`src/rtl/udp_tx.sv`:
```
// udp_tx: holds a 28-byte IPv4+UDP header template, patches total length,
// UDP length and IP header checksum for each packet, then streams the header
// followed by the UDP payload bytes onto an 8-bit AXI-Stream toward the MAC.
module udp_tx (
  input  logic        Clk,
  input  logic        Rst_n,
  input  logic        Header_wr_en,
  input  logic [2:0]  Header_wr_addr,
  input  logic [31:0] Header_wr_data,
  input  logic [15:0] Udp_length,
  input  logic [7:0]  Udp_data,
  input  logic        Udp_valid,
  input  logic        Udp_last,
  output logic        Udp_ready,
  output logic [7:0]  Mac_payload_data,
  output logic        Mac_payload_valid,
  output logic        Mac_payload_last,
  input  logic        Mac_payload_ready
);

  localparam int Ipv4HdrLen = 20;
  localparam int UdpHdrLen  = 8;
  localparam int HdrLen     = Ipv4HdrLen + UdpHdrLen;

  typedef enum logic [1:0] {IDLE, CALC, HDR, PAY} state_e;

  state_e      state_q, state_d;
  logic [31:0] tmpl_q [0:6];
  logic [15:0] len_q, len_d;
  logic [15:0] totalLen_q, totalLen_d;
  logic [15:0] udpLen_q, udpLen_d;
  logic [15:0] csum_q, csum_d;
  logic [4:0]  byteCnt_q, byteCnt_d;
  logic        inDone_q, inDone_d;
  logic [7:0]  outData_q, outData_d;
  logic        outValid_q, outValid_d;
  logic        outLast_q, outLast_d;

  logic        loadOut;
  logic [31:0] hdrWord;
  logic [7:0]  hdrByte;
  logic [15:0] partialSum;
  logic [15:0] totalLenNext;
  logic [16:0] sumRaw;
  logic [15:0] sumFold;

  // The output register may take a new byte when it is empty or being drained.
  assign loadOut = !outValid_q || Mac_payload_ready;

  // Host partial checksum is stored in network byte order; bring it back to a number.
  assign partialSum   = {tmpl_q[2][23:16], tmpl_q[2][31:24]};
  assign totalLenNext = len_q + 16'(HdrLen);
  assign sumRaw       = {1'b0, partialSum} + {1'b0, totalLenNext};
  assign sumFold      = sumRaw[15:0] + {15'd0, sumRaw[16]};

  assign Mac_payload_data  = outData_q;
  assign Mac_payload_valid = outValid_q;
  assign Mac_payload_last  = outLast_q;

  // Template register file: host writes land only while no frame is in flight; never reset.
  always_ff @(posedge Clk) begin
    if (Header_wr_en && state_q == IDLE && Header_wr_addr != 3'd7) begin
      tmpl_q[Header_wr_addr] <= Header_wr_data;
    end
  end

  // Pick the current header byte, substituting the big-endian patched fields.
  always_comb begin
    hdrWord = tmpl_q[byteCnt_q[4:2]];
    hdrByte = hdrWord[{byteCnt_q[1:0], 3'b000} +: 8];
    case (byteCnt_q)
      5'd2:    hdrByte = totalLen_q[15:8];
      5'd3:    hdrByte = totalLen_q[7:0];
      5'd10:   hdrByte = csum_q[15:8];
      5'd11:   hdrByte = csum_q[7:0];
      5'd24:   hdrByte = udpLen_q[15:8];
      5'd25:   hdrByte = udpLen_q[7:0];
      default: ;
    endcase
  end

  // Next-state logic: sequence IDLE -> CALC -> HDR -> PAY and feed the output register.
  always_comb begin
    state_d    = state_q;
    len_d      = len_q;
    totalLen_d = totalLen_q;
    udpLen_d   = udpLen_q;
    csum_d     = csum_q;
    byteCnt_d  = byteCnt_q;
    inDone_d   = inDone_q;
    outData_d  = outData_q;
    outValid_d = outValid_q;
    outLast_d  = outLast_q;
    Udp_ready  = 1'b0;

    if (loadOut) begin
      outValid_d = 1'b0;
      outLast_d  = 1'b0;
    end

    case (state_q)
      IDLE: begin
        byteCnt_d = '0;
        inDone_d  = 1'b0;
        if (Udp_valid) begin
          len_d   = Udp_length;
          state_d = CALC;
        end
      end
      CALC: begin
        totalLen_d = totalLenNext;
        udpLen_d   = len_q + 16'(UdpHdrLen);
        csum_d     = ~sumFold;
        state_d    = HDR;
      end
      HDR: begin
        if (loadOut) begin
          outData_d  = hdrByte;
          outValid_d = 1'b1;
          outLast_d  = 1'b0;
          byteCnt_d  = byteCnt_q + 5'd1;
          if (byteCnt_q == 5'(HdrLen - 1)) begin
            state_d = PAY;
          end
        end
      end
      PAY: begin
        Udp_ready = !inDone_q && loadOut;
        if (Udp_ready && Udp_valid) begin
          outData_d  = Udp_data;
          outValid_d = 1'b1;
          outLast_d  = Udp_last;
          if (Udp_last) begin
            inDone_d = 1'b1;
          end
        end
        if (outValid_q && outLast_q && Mac_payload_ready) begin
          state_d = IDLE;
        end
      end
      default: state_d = IDLE;
    endcase
  end

  // State and datapath registers; reset aborts any frame in progress.
  always_ff @(posedge Clk or negedge Rst_n) begin
    if (!Rst_n) begin
      state_q    <= IDLE;
      len_q      <= '0;
      totalLen_q <= '0;
      udpLen_q   <= '0;
      csum_q     <= '0;
      byteCnt_q  <= '0;
      inDone_q   <= 1'b0;
      outData_q  <= '0;
      outValid_q <= 1'b0;
      outLast_q  <= 1'b0;
    end else begin
      state_q    <= state_d;
      len_q      <= len_d;
      totalLen_q <= totalLen_d;
      udpLen_q   <= udpLen_d;
      csum_q     <= csum_d;
      byteCnt_q  <= byteCnt_d;
      inDone_q   <= inDone_d;
      outData_q  <= outData_d;
      outValid_q <= outValid_d;
      outLast_q  <= outLast_d;
    end
  end

endmodule

```
`config.mk`:
```
export PLATFORM = sky130hd
export DESIGN_NAME = udp_tx
export DESIGN_NICKNAME = d
export VERILOG_FILES = /design/src/rtl/udp_tx.sv
export SDC_FILE = /design/constraint.sdc
export NUM_CORES = 1
export LEC_CHECK = 0
export ABC_AREA = 1
export CAP_MARGIN = 20
export CORE_MARGIN = 2
export CORE_UTILIZATION = 35
export CTS_CLUSTER_DIAMETER = 30
export CTS_CLUSTER_SIZE = 30
export DETAILED_ROUTE_END_ITERATION = 10
export HOLD_SLACK_MARGIN = 0.06
export PLACE_DENSITY = 0.62
export SLEW_MARGIN = 40
export SYNTH_ARGS = -nofsm -noshare
export SYNTH_HDL_FRONTEND = slang
export SYNTH_SLANG_ARGS = --single-unit
```
`constraint.sdc`:
```
create_clock -name Clk -period 4.35 [get_ports Clk]
set_clock_uncertainty 0.05 [all_clocks]
set_input_delay 0.6525 -clock Clk [delete_from_list [all_inputs] [get_ports Clk]]
set_output_delay 0.6525 -clock Clk [all_outputs]
set_load 0.1 [all_outputs]
```
==> results.env, run 1 <==
OUTCOME='completed'
FLOORPLAN.CORE_AREA_SQ_UM=39640
DETAILED_PLACE.AREA_SQ_UM=15400
FIRST_GLOBAL_VIAS=10810
RELSLEWSLACK_PCT=48.85
GLOBAL_ROUTE.OVERFLOW_TOTAL=0
LEAKAGE_nW=7.086
P_CLK_SHARE_PCT=36.8
TOTAL_SWITCHING_POWER_W=0.005768
CP.ARRIVAL_NS=4.33
MAPPEDNETLISTNETS=1492
VIASPERCELL=5.138
FINALSETUPVIOLATIONS=0
GRT_ANTENNA_BEFORE_REPAIR=0
CLOCK_INSERTION_DELAY_WORST_SKEW_NS=0.58
FINALCRITPERIODSHARE_PCT=90.62
FINAL_MAX_SLEW_VIOL_COUNT=0
CP_LAUNCH_TYPE='flop'
GRT_PASS1_WL_MM=62.49
CRITICAL-PATH-TOP-CELL-BY-COUNT='nand2_1'
POSTCTSHOLDBUFS=0
NUMCLOCKSINKS=304
REG_CLK_SLEW_REPORTED_PATHS_NS=0.05
FINALCRITICALPERIOD_NS=3.942
ROUTED_ANTENNA_NETS=0
PLACED_CELLS_INCL_TAPS=1973
DR_TOTAL_VIAS=10800
POST_SYNTH_INSTANCE_AREA_SQ_UM=14000
DR.PASS1.ITERS=5
FINALSETUPTNS_NS=0
PROPORTION_OF_POWER_DRAWN_BY_FLIP_FLOPS_AND_LATCHES_PCT=26.7
PLACE.DETAILED.HPWL_MM=26.26
DIE-HEIGHT_UM=204.0
CTS-ROOT-TO-SINK-BUFFERS=3
DIEWIDTH_UM=204.0
AVGROUTEDWIREPERCELL_UM=19.31
COMB_POWER_SHARE_PCT=36.5
WHS_NS=0.08664
NET_TOTAL_IN_THE_FINAL_LAYOUT=1619
SYNTH_ENABLE_FLOP_CELLS=224
YOSYS_MOST_USED_DFF='edfxtp_1'
ROUTE.FINAL.WIRE_LENGTH_MM=40.60
WORST_SLEW_PIN_SLEW_NS=0.7654
FILL_CELLS=3724
SYN_INST=1395
MAX_CAP_VIOLATIONS=0
REGISTER_AREA_SQ_UM=8731
MULTIINPUTGATEAREA_SQ_UM=4747
GRT_USAGE_PCT=19.73
TIMING.CRITICAL_PATH.SLOWEST_CELL_DELAY_NS=0.42
TIMING.SETUP.CRITICAL_PATH_CLASS='flop to flop'
GRT_MAX_DEGREE=53
PLACE.PORT_BUFFERS=75
POSTSYNTHREGISTERBITS=304
HOLD_CLASS='input pin to async pin'
NUM_IO_PINS=76
PER_INSTANCE_AVERAGE_AREA_AFTER_SYNTHESIS_SQ_UM=10.04
P_SW_SHARE_PCT=39.81
GLOBALPLACE.CONGESTION=0.9069
DRC_VIOLATION_COUNT_AFTER_ROUTING=0
ANTENNA_CELLS=0
CRITICAL_PATH.SLOWEST_CELL='dfrtp_1'
TRITONCTS='done'
REPORT.FINAL.HOLD_VIOL_COUNT=0
INTERNAL_POWER_W=0.008722
CRITICAL_PATH_REQUIRED_NS=4.74
CTS-BUFFERS-INSERTED=69
P_PER_AREA_nW_PER_UM2=808.2
HTREEDEPTH=3
DIE_AREA_SQ_UM=41630
MAXIMUM_IR_DROP_ON_THE_VDD_RAIL_uV=466.2
ROW_COUNT=73
ASYNC_FLOP_SHARE_PCT=26.32
FLOORPLAN.INITIALDENSITY_PCT=35.33
CTS_ROOT_BUFFER='clkbuf_16'
CP_MAX_FO=5
SYNTH_WARNINGS=0
SYNTH.DISTINCT_CELLS=46
ENDPOINT_KIND='flop'
MAX_FREQ_MHz=253.7
SYNTHTOLAYOUTAREAGROWTH_PCT=28.02
DRT_FIRST_ITER_VIOLATIONS=922
SYNTH-SEQ-AREA-SHARE_PCT=62.32
FINALCOREUTILIZATION_PCT=45.23
POST_ROUTE_CELLS_DRIVE_ABOVE_1_SHARE_PCT=13.44
FINALINSTANCEAREA_SQ_UM=17930
FINAL_CELLS=2102
[final timing paths]
path / startpoint / end / slack [ns] / cells past startpoint
setup / recovery: len_q[4] / csum_q[14] / 0.41 / 25
hold / removal: Rst_n / csum_q[12] / 0.09 / 1
setup reg to reg: len_q[4] / csum_q[14] / 0.41 / 25
hold reg to reg: udpLen_q[4] / udpLen_q[4] / 0.42 / 2
max in group asynchronous: Rst_n / byteCnt_q[3] / 3.24 / 2
min in group Clk: udpLen_q[4] / udpLen_q[4] / 0.42 / 2
[through the flow]
stage | power [W] | setup WS [ns]
finish | 0.01449 | 0.4080
global route | 0.01535 | -0.04095
global placement | 0.009078 | 0.4663
CTS | 0.01449 | 0.2948
floorplan | 0.007438 | 0.8606
detailed placement | 0.009087 | 0.3481
[critical path: cells and delay by family (launching register included)]
| kind | cells | cell delay [ns] |
|---|---|---|
| AND/OR/NAND/NOR | 16 | 1.97 |
| adder cells (fa/ha/maj) | 4 | 0.73 |
| AO/OA/AOI/OAI | 2 | 0.22 |
| XOR/XNOR | 1 | 0.25 |
| flip-flops | 1 | 0.42 |
| buffers and inverters | 2 | 0.17 |
[cells in the mapped netlist, types with 2 or more instances]
cell type | n | area [sq um]
nor2_4 | 2 | 22.52
a21oi_1 | 70 | 350.3
clkinv_1 | 2 | 7.510
o2111ai_1 | 2 | 17.52
mux2_2 | 5 | 56.30
o31ai_1 | 2 | 15.01
dfrtp_1 | 80 | 2002
o21ai_0 | 78 | 390.4
nor2_2 | 7 | 43.79
buf_4 | 5 | 37.54
edfxtp_1 | 224 | 6726
inv_2 | 3 | 11.26
nand3_1 | 142 | 710.7
nand2_2 | 4 | 25.02
a211oi_1 | 6 | 45.04
nand3b_1 | 2 | 15.01
nor3_2 | 2 | 20.02
nand4_1 | 39 | 244.0
xnor2_1 | 4 | 35.03
o21ai_1 | 3 | 15.01
buf_2 | 19 | 95.09
ha_1 | 31 | 387.9
xor2_1 | 17 | 148.9
buf_1 | 2 | 7.510
inv_1 | 100 | 375.4
nor2_1 | 139 | 521.8
nand3_2 | 2 | 20.02
nor4_1 | 2 | 12.51
o22ai_1 | 7 | 43.79
nand2_1 | 337 | 1265
nor3_1 | 10 | 50.05
clkbuf_1 | 25 | 93.84
a31oi_1 | 7 | 43.79
o21bai_1 | 3 | 22.52
[kinds of logic (layout without fill, tap and decap cells)]
| group | Yosys count | count (layout) | share of synthesized area [%] |
|---|---|---|---|
| XOR/XNOR | 21 | 21 | 1.313 |
| buffers and inverters | 158 | 340 | 4.601 |
| flip-flops | 304 | 304 | 62.32 |
| AO/OA/AOI/OAI | 181 | 181 | 6.906 |
| adder cells (fa/ha/maj) | 32 | 32 | 2.913 |
| AND/OR/NAND/NOR | 694 | 694 | 21.54 |
| multiplexers | 5 | 5 | 0.4020 |
[cells in the final DEF (no fill, tap or decap), types with 3 or more instances in the layout]
cell               n
clkbuf_1           6
o21bai_1           3
a21oi_1           70
nand4_1           39
nor3_1             9
nor2_4            10
xnor2_1            4
nor3_2             3
edfxtp_1         224
dfrtp_1           78
nand3_1          140
inv_2              5
nor2_2             9
clkinv_1           9
buf_4             36
clkinv_2          11
o21ai_1            3
clkbuf_16         69
inv_1             98
clkbuf_8           5
a31oi_1            7
a211oi_1           6
mux2_2             5
xor2_1            13
clkinv_4           4
bufinv_16         10
clkdlybuf4s50_1   63
o21ai_0           78
o22ai_1            7
nand2_2            4
nor2_1           129
xor2_2             4
nand2_1          337
clkinvlp_4         7
ha_1              29
nand3_2            4
buf_2             10
clkinv_16          4
[per-layer routing]
layer,up-vias,GRT usage [%],part of all wire (%)
met3,80,4.193,7.1
met4,0,6.548,2.5
li1,5068,-,-
met1,5228,25.57,42
met2,425,32.92,48
met5,-,0,0
[state kept, by name (all words and copies together) (netlist names), 2 cells and up]
register,cells
tmpl_q,224
csum_q,16
len_q,16
totalLen_q,16
udpLen_q,14
Mac_payload_data,8
byteCnt_q,5
state_q,2
[power groups by stage]
stage	Clock (W)	Combinational [W]	Sequential [W]
floorplan	0	0.00336	0.00408
global placement	0	0.00518	0.00390
detailed placement	0	0.00518	0.00390
CTS	0.00540	0.00522	0.00386
global route	0.00557	0.00587	0.00392
finish	0.00534	0.00528	0.00387
[layout make-up]
type / instances / area share (%)
Sequential cell: 304 / 48.70
Inverter: 105 / 2.198
Multi-Input combinational cell: 933 / 26.48
Clock inverter: 46 / 3.517
Timing Repair Buffer: 109 / 5.304
Tap cell: 525 / 3.664
Clock buffer: 80 / 10.14
[repair_timing]
action	4_1_cts	5_1_grt
buffers inserted	0	3
endpoints found under the hold margin	0	0
setup endpoints to repair	0	7
gates resized for setup	0	15
Note: power is estimated with default switching activity, not from simulation.
==> run 2, diff against run 1 <==
--- a/config.mk
+++ b/config.mk
@@ -14,7 +14,6 @@
 export DETAILED_ROUTE_END_ITERATION = 10
 export HOLD_SLACK_MARGIN = 0.06
 export PLACE_DENSITY = 0.62
-export SLEW_MARGIN = 40
 export SYNTH_ARGS = -nofsm -noshare
 export SYNTH_HDL_FRONTEND = slang
 export SYNTH_SLANG_ARGS = --single-unit
==> run 2 against run 1 <==
Effect of this change:
- combinational power is essentially flat
- worst setup slack gained 0.051 ns
- register-to-register slack gained 0.05 ns
- cell count is the same
- sequential power is essentially flat
- flip-flop and latch count is the same
- die area is the same
- routed wire length shrank 0.77%
- design area is essentially flat
- largest cell class unchanged
- largest power group is now combinational logic
==> results.env, run 2 (same netlist as run 1, synthesis figures left out) <==
BUFFERS_AND_INVERTERS_ON_THE_WORST_PATH=2  # unchanged
FLOORPLAN.INITIALDENSITY_PCT=35.33  # unchanged
COMB_POWER_SHARE_PCT=36.6  # was 36.5%
CP.ARRIVAL_NS=4.27  # was 4.33 ns
ENDPOINT_KIND='flop'  # unchanged
FLOORPLAN.CORE_AREA_SQ_UM=39640  # unchanged
CTS-BUFFERS-INSERTED=69  # unchanged
WORST_SLEW_PIN_SLEW_NS=0.9700  # was 0.7654 ns
TIMING.CRITICAL_PATH.CELLS='inv_1 > ha_1 > nand2_1 > nand3_2 > nor2_1 > xor2_2 > ha_1 > nand2_1 > nor2_1 > nand3_1 > nand2_1 > a21oi_1 > o21bai_1 > ha_1 > ha_1 > inv_1 > nor2_2 > nand3_1 > nor2_2 > nand4_2 > nor2_2 > nand3_1 > nand3_1 > nand2_1'
P_SW_SHARE_PCT=39.47  # was 39.81%
NUMBER_OF_FLIP_FLOPS_UNDER_THE_LARGEST_REGISTER_NAME=224  # unchanged
CP_LAUNCH_TYPE='flop'  # unchanged
LARGEST-REGISTER='tmpl_q'  # unchanged
DRT_FIRST_ITER_VIOLATIONS=748  # was 922
FINAL_CELLS=2102  # unchanged
MAXIMUM_IR_DROP_ON_THE_VDD_RAIL_uV=402.0  # was 466.2 uV
PLACED_CELLS_INCL_TAPS=1973  # unchanged
PLACE.PORT_BUFFERS=75  # unchanged
ROUTED_ANTENNA_NETS=0  # unchanged
FINALCRITICALPERIOD_NS=3.891  # was 3.942 ns
TRITONCTS='done'  # unchanged
REG_CLK_SLEW_REPORTED_PATHS_NS=0.04  # was 0.05 ns
FIRST_GLOBAL_VIAS=10740  # was 10810
NET_TOTAL_IN_THE_FINAL_LAYOUT=1619  # unchanged
ROUTE.FINAL.WIRE_LENGTH_MM=40.29  # was 40.60 mm
P_CLK_SHARE_PCT=36.6  # was 36.8%
TOTAL_SWITCHING_POWER_W=0.005707  # was 0.005768 W
P_PER_AREA_nW_PER_UM2=806.7  # was 808.2 nW/um^2
VIASPERCELL=5.103  # was 5.138
CLOCK_INSERTION_DELAY_WORST_SKEW_NS=0.57  # was 0.58 ns
REPORT.FINAL.HOLD_VIOL_COUNT=0  # unchanged
ROW_COUNT=73  # unchanged
INTERNAL_POWER_W=0.008753  # was 0.008722 W
DIE_AREA_SQ_UM=41630  # unchanged
NUM_IO_PINS=76  # unchanged
CPLARGESTDELAYFAMILY='simple AND/OR/NAND/NOR gates'  # unchanged
PROPORTION_OF_POWER_DRAWN_BY_FLIP_FLOPS_AND_LATCHES_PCT=26.8  # was 26.7%
GRT_MAX_DEGREE=53  # unchanged
PLACE.DETAILED.HPWL_MM=26.25  # was 26.26 mm
CTS-ROOT-TO-SINK-BUFFERS=3  # unchanged
DR.PASS1.ITERS=7  # was 5
SYNTHTOLAYOUTAREAGROWTH_PCT=27.98  # was 28.02%
LEAKAGE_nW=7.047  # was 7.086 nW
CTS_ROOT_BUFFER='clkbuf_16'  # unchanged
WORST_CASE_REGISTER_TO_REGISTER_SETUP_SLACK_NS=0.46  # was 0.41 ns
MAX_CAP_VIOLATIONS=0  # unchanged
FINALSETUPVIOLATIONS=0  # unchanged
AVGROUTEDWIREPERCELL_UM=19.17  # was 19.31 um
POST_ROUTE_CELLS_DRIVE_ABOVE_1_SHARE_PCT=12.49  # was 13.44%
HTREEDEPTH=3  # unchanged
GLOBALPLACE.CONGESTION=0.9069  # unchanged
PLACEMENT.SETUP.WORST_SLACK_NS=0.3505  # was 0.3481 ns
MOSTFREQUENTLAYOUTCELL='nand2_1'  # unchanged
NUMCLOCKSINKS=304  # unchanged
GRT_USAGE_PCT=19.66  # was 19.73%
MAX_FREQ_MHz=257.0  # was 253.7 MHz
DIE-HEIGHT_UM=204.0  # unchanged
DIEWIDTH_UM=204.0  # unchanged
TIMING.SETUP.CRITICAL_PATH_CLASS='flop to flop'  # unchanged
CRITICAL_PATH.SLOWEST_CELL='dfrtp_1'  # unchanged
ANTENNA_CELLS=0  # unchanged
RELSLEWSLACK_PCT=35.13  # was 48.85%
POSTLAYOUTSETUPSLACKWORST_NS=0.4594  # was 0.4080 ns
HOLD_CLASS='input pin to async pin'  # unchanged
FINALSETUPTNS_NS=0  # unchanged
FINALCRITPERIODSHARE_PCT=89.44  # was 90.62%
FINAL_MAX_SLEW_VIOL_COUNT=0  # unchanged
SETUP_REPAIR_AFTER_GLOBAL_ROUTING_MISSED_ITS_MARGIN='false'
GLOBAL_ROUTE.OVERFLOW_TOTAL=0  # unchanged
TIMING.CRITICAL_PATH.SLOWEST_CELL_DELAY_NS=0.38  # was 0.42 ns
GRT_PASS1_WL_MM=62.27  # was 62.49 mm
OUTCOME='completed'  # unchanged
GRT_ANTENNA_BEFORE_REPAIR=0  # unchanged
MOST-COMMON-LAYOUT-CELLS='336 x nand2_1, 224 x edfxtp_1, 140 x nand3_1'  # was 337 x nand2_1, 224 x edfxtp_1, 140 x nand3_1
FINALCOREUTILIZATION_PCT=45.21  # was 45.23%
DRC_VIOLATION_COUNT_AFTER_ROUTING=0  # unchanged
CP_MAX_FO=5  # unchanged
DR_TOTAL_VIAS=10730  # was 10800
CRITICAL_PATH_REQUIRED_NS=4.73  # was 4.74 ns
POSTCTSHOLDBUFS=0  # unchanged
-- run 2: cell types whose count changed in the layout (fill, tap and decap cells not counted), moves of 3 or more --
cell	previous run	this run
buf_2	10	0
clkbuf_8	5	2
clkdlybuf4s50_1	63	73
clkinv_16	4	1
clkinv_2	11	5
clkinvlp_4	7	11
inv_6	1	5
-- run 2: per-stage QoR --
stage / power, W / hold WS [ns] / cell area [sq um]
after floorplan: 0.007438 / 0.3069 / 14000
after global placement: 0.009078 / 0.4057 / 15450
after detailed placement: 0.009129 / 0.4136 / 15450
after CTS: 0.01447 / 0.1078 / 17840
after global routing: 0.01535 / 0.1455 / 17920
final: 0.01446 / 0.09803 / 17920
-- run 2: per-layer routing --
layer	track usage [%]	wire length, um	vias to the layer above
met1	25.62	17330	5221
met2	32.13	19200	352
met4	7.272	1180	0
met5	0	0	-
li1	-	-	5070
met3	4.369	2588	83
-- run 2: worst reg2reg max path: cells and delay by family (launching register included) --
kind | cells | cell delay (ns)
and+or+nand+nor | 15 | 1.88
xor gates and xnor gates | 1 | 0.12
adders and majority gates | 4 | 0.98
AOI/OAI and AO/OA | 2 | 0.22
buffers and inverters | 2 | 0.15
DFF | 1 | 0.38
-- run 2: area by class of cell --
class / instances / area (sq um)
clock buffers: 79 / 1784
clock inverters: 47 / 611.8
fillers: 3719 / 21720
inverters: 105 / 394.1
multi-input cells: 933 / 4745
flip-flops and latches: 304 / 8731
well taps: 525 / 656.9
repair buffers: 109 / 1001
-- run 2: repair_timing --
action                                  CTS  global route
resized for setup                         0            14
endpoints found under the setup margin    0             6
buffers inserted                          0             3
-- run 2: final timing paths --
kind                              from      endpoint  depth (start not counted)
min in group Clk           udpLen_q[4]   udpLen_q[4]                          2
setup reg to reg              len_q[2]    csum_q[14]                         24
hold reg to reg            udpLen_q[4]   udpLen_q[4]                          2
max in group asynchronous        Rst_n  byteCnt_q[3]                          2
setup / recovery              len_q[2]    csum_q[14]                         24
hold / removal                   Rst_n     csum_q[8]                          1
-- run 2: power by group through the flow --
stage | clock (W) | sequential (W) | combinational, W
after floorplan | 0 | 0.00408 | 0.00336
after global placement | 0 | 0.00390 | 0.00518
after detailed placement | 0 | 0.00390 | 0.00523
after CTS | 0.00535 | 0.00386 | 0.00525
after global routing | 0.00552 | 0.00391 | 0.00592
final | 0.00529 | 0.00387 | 0.00530
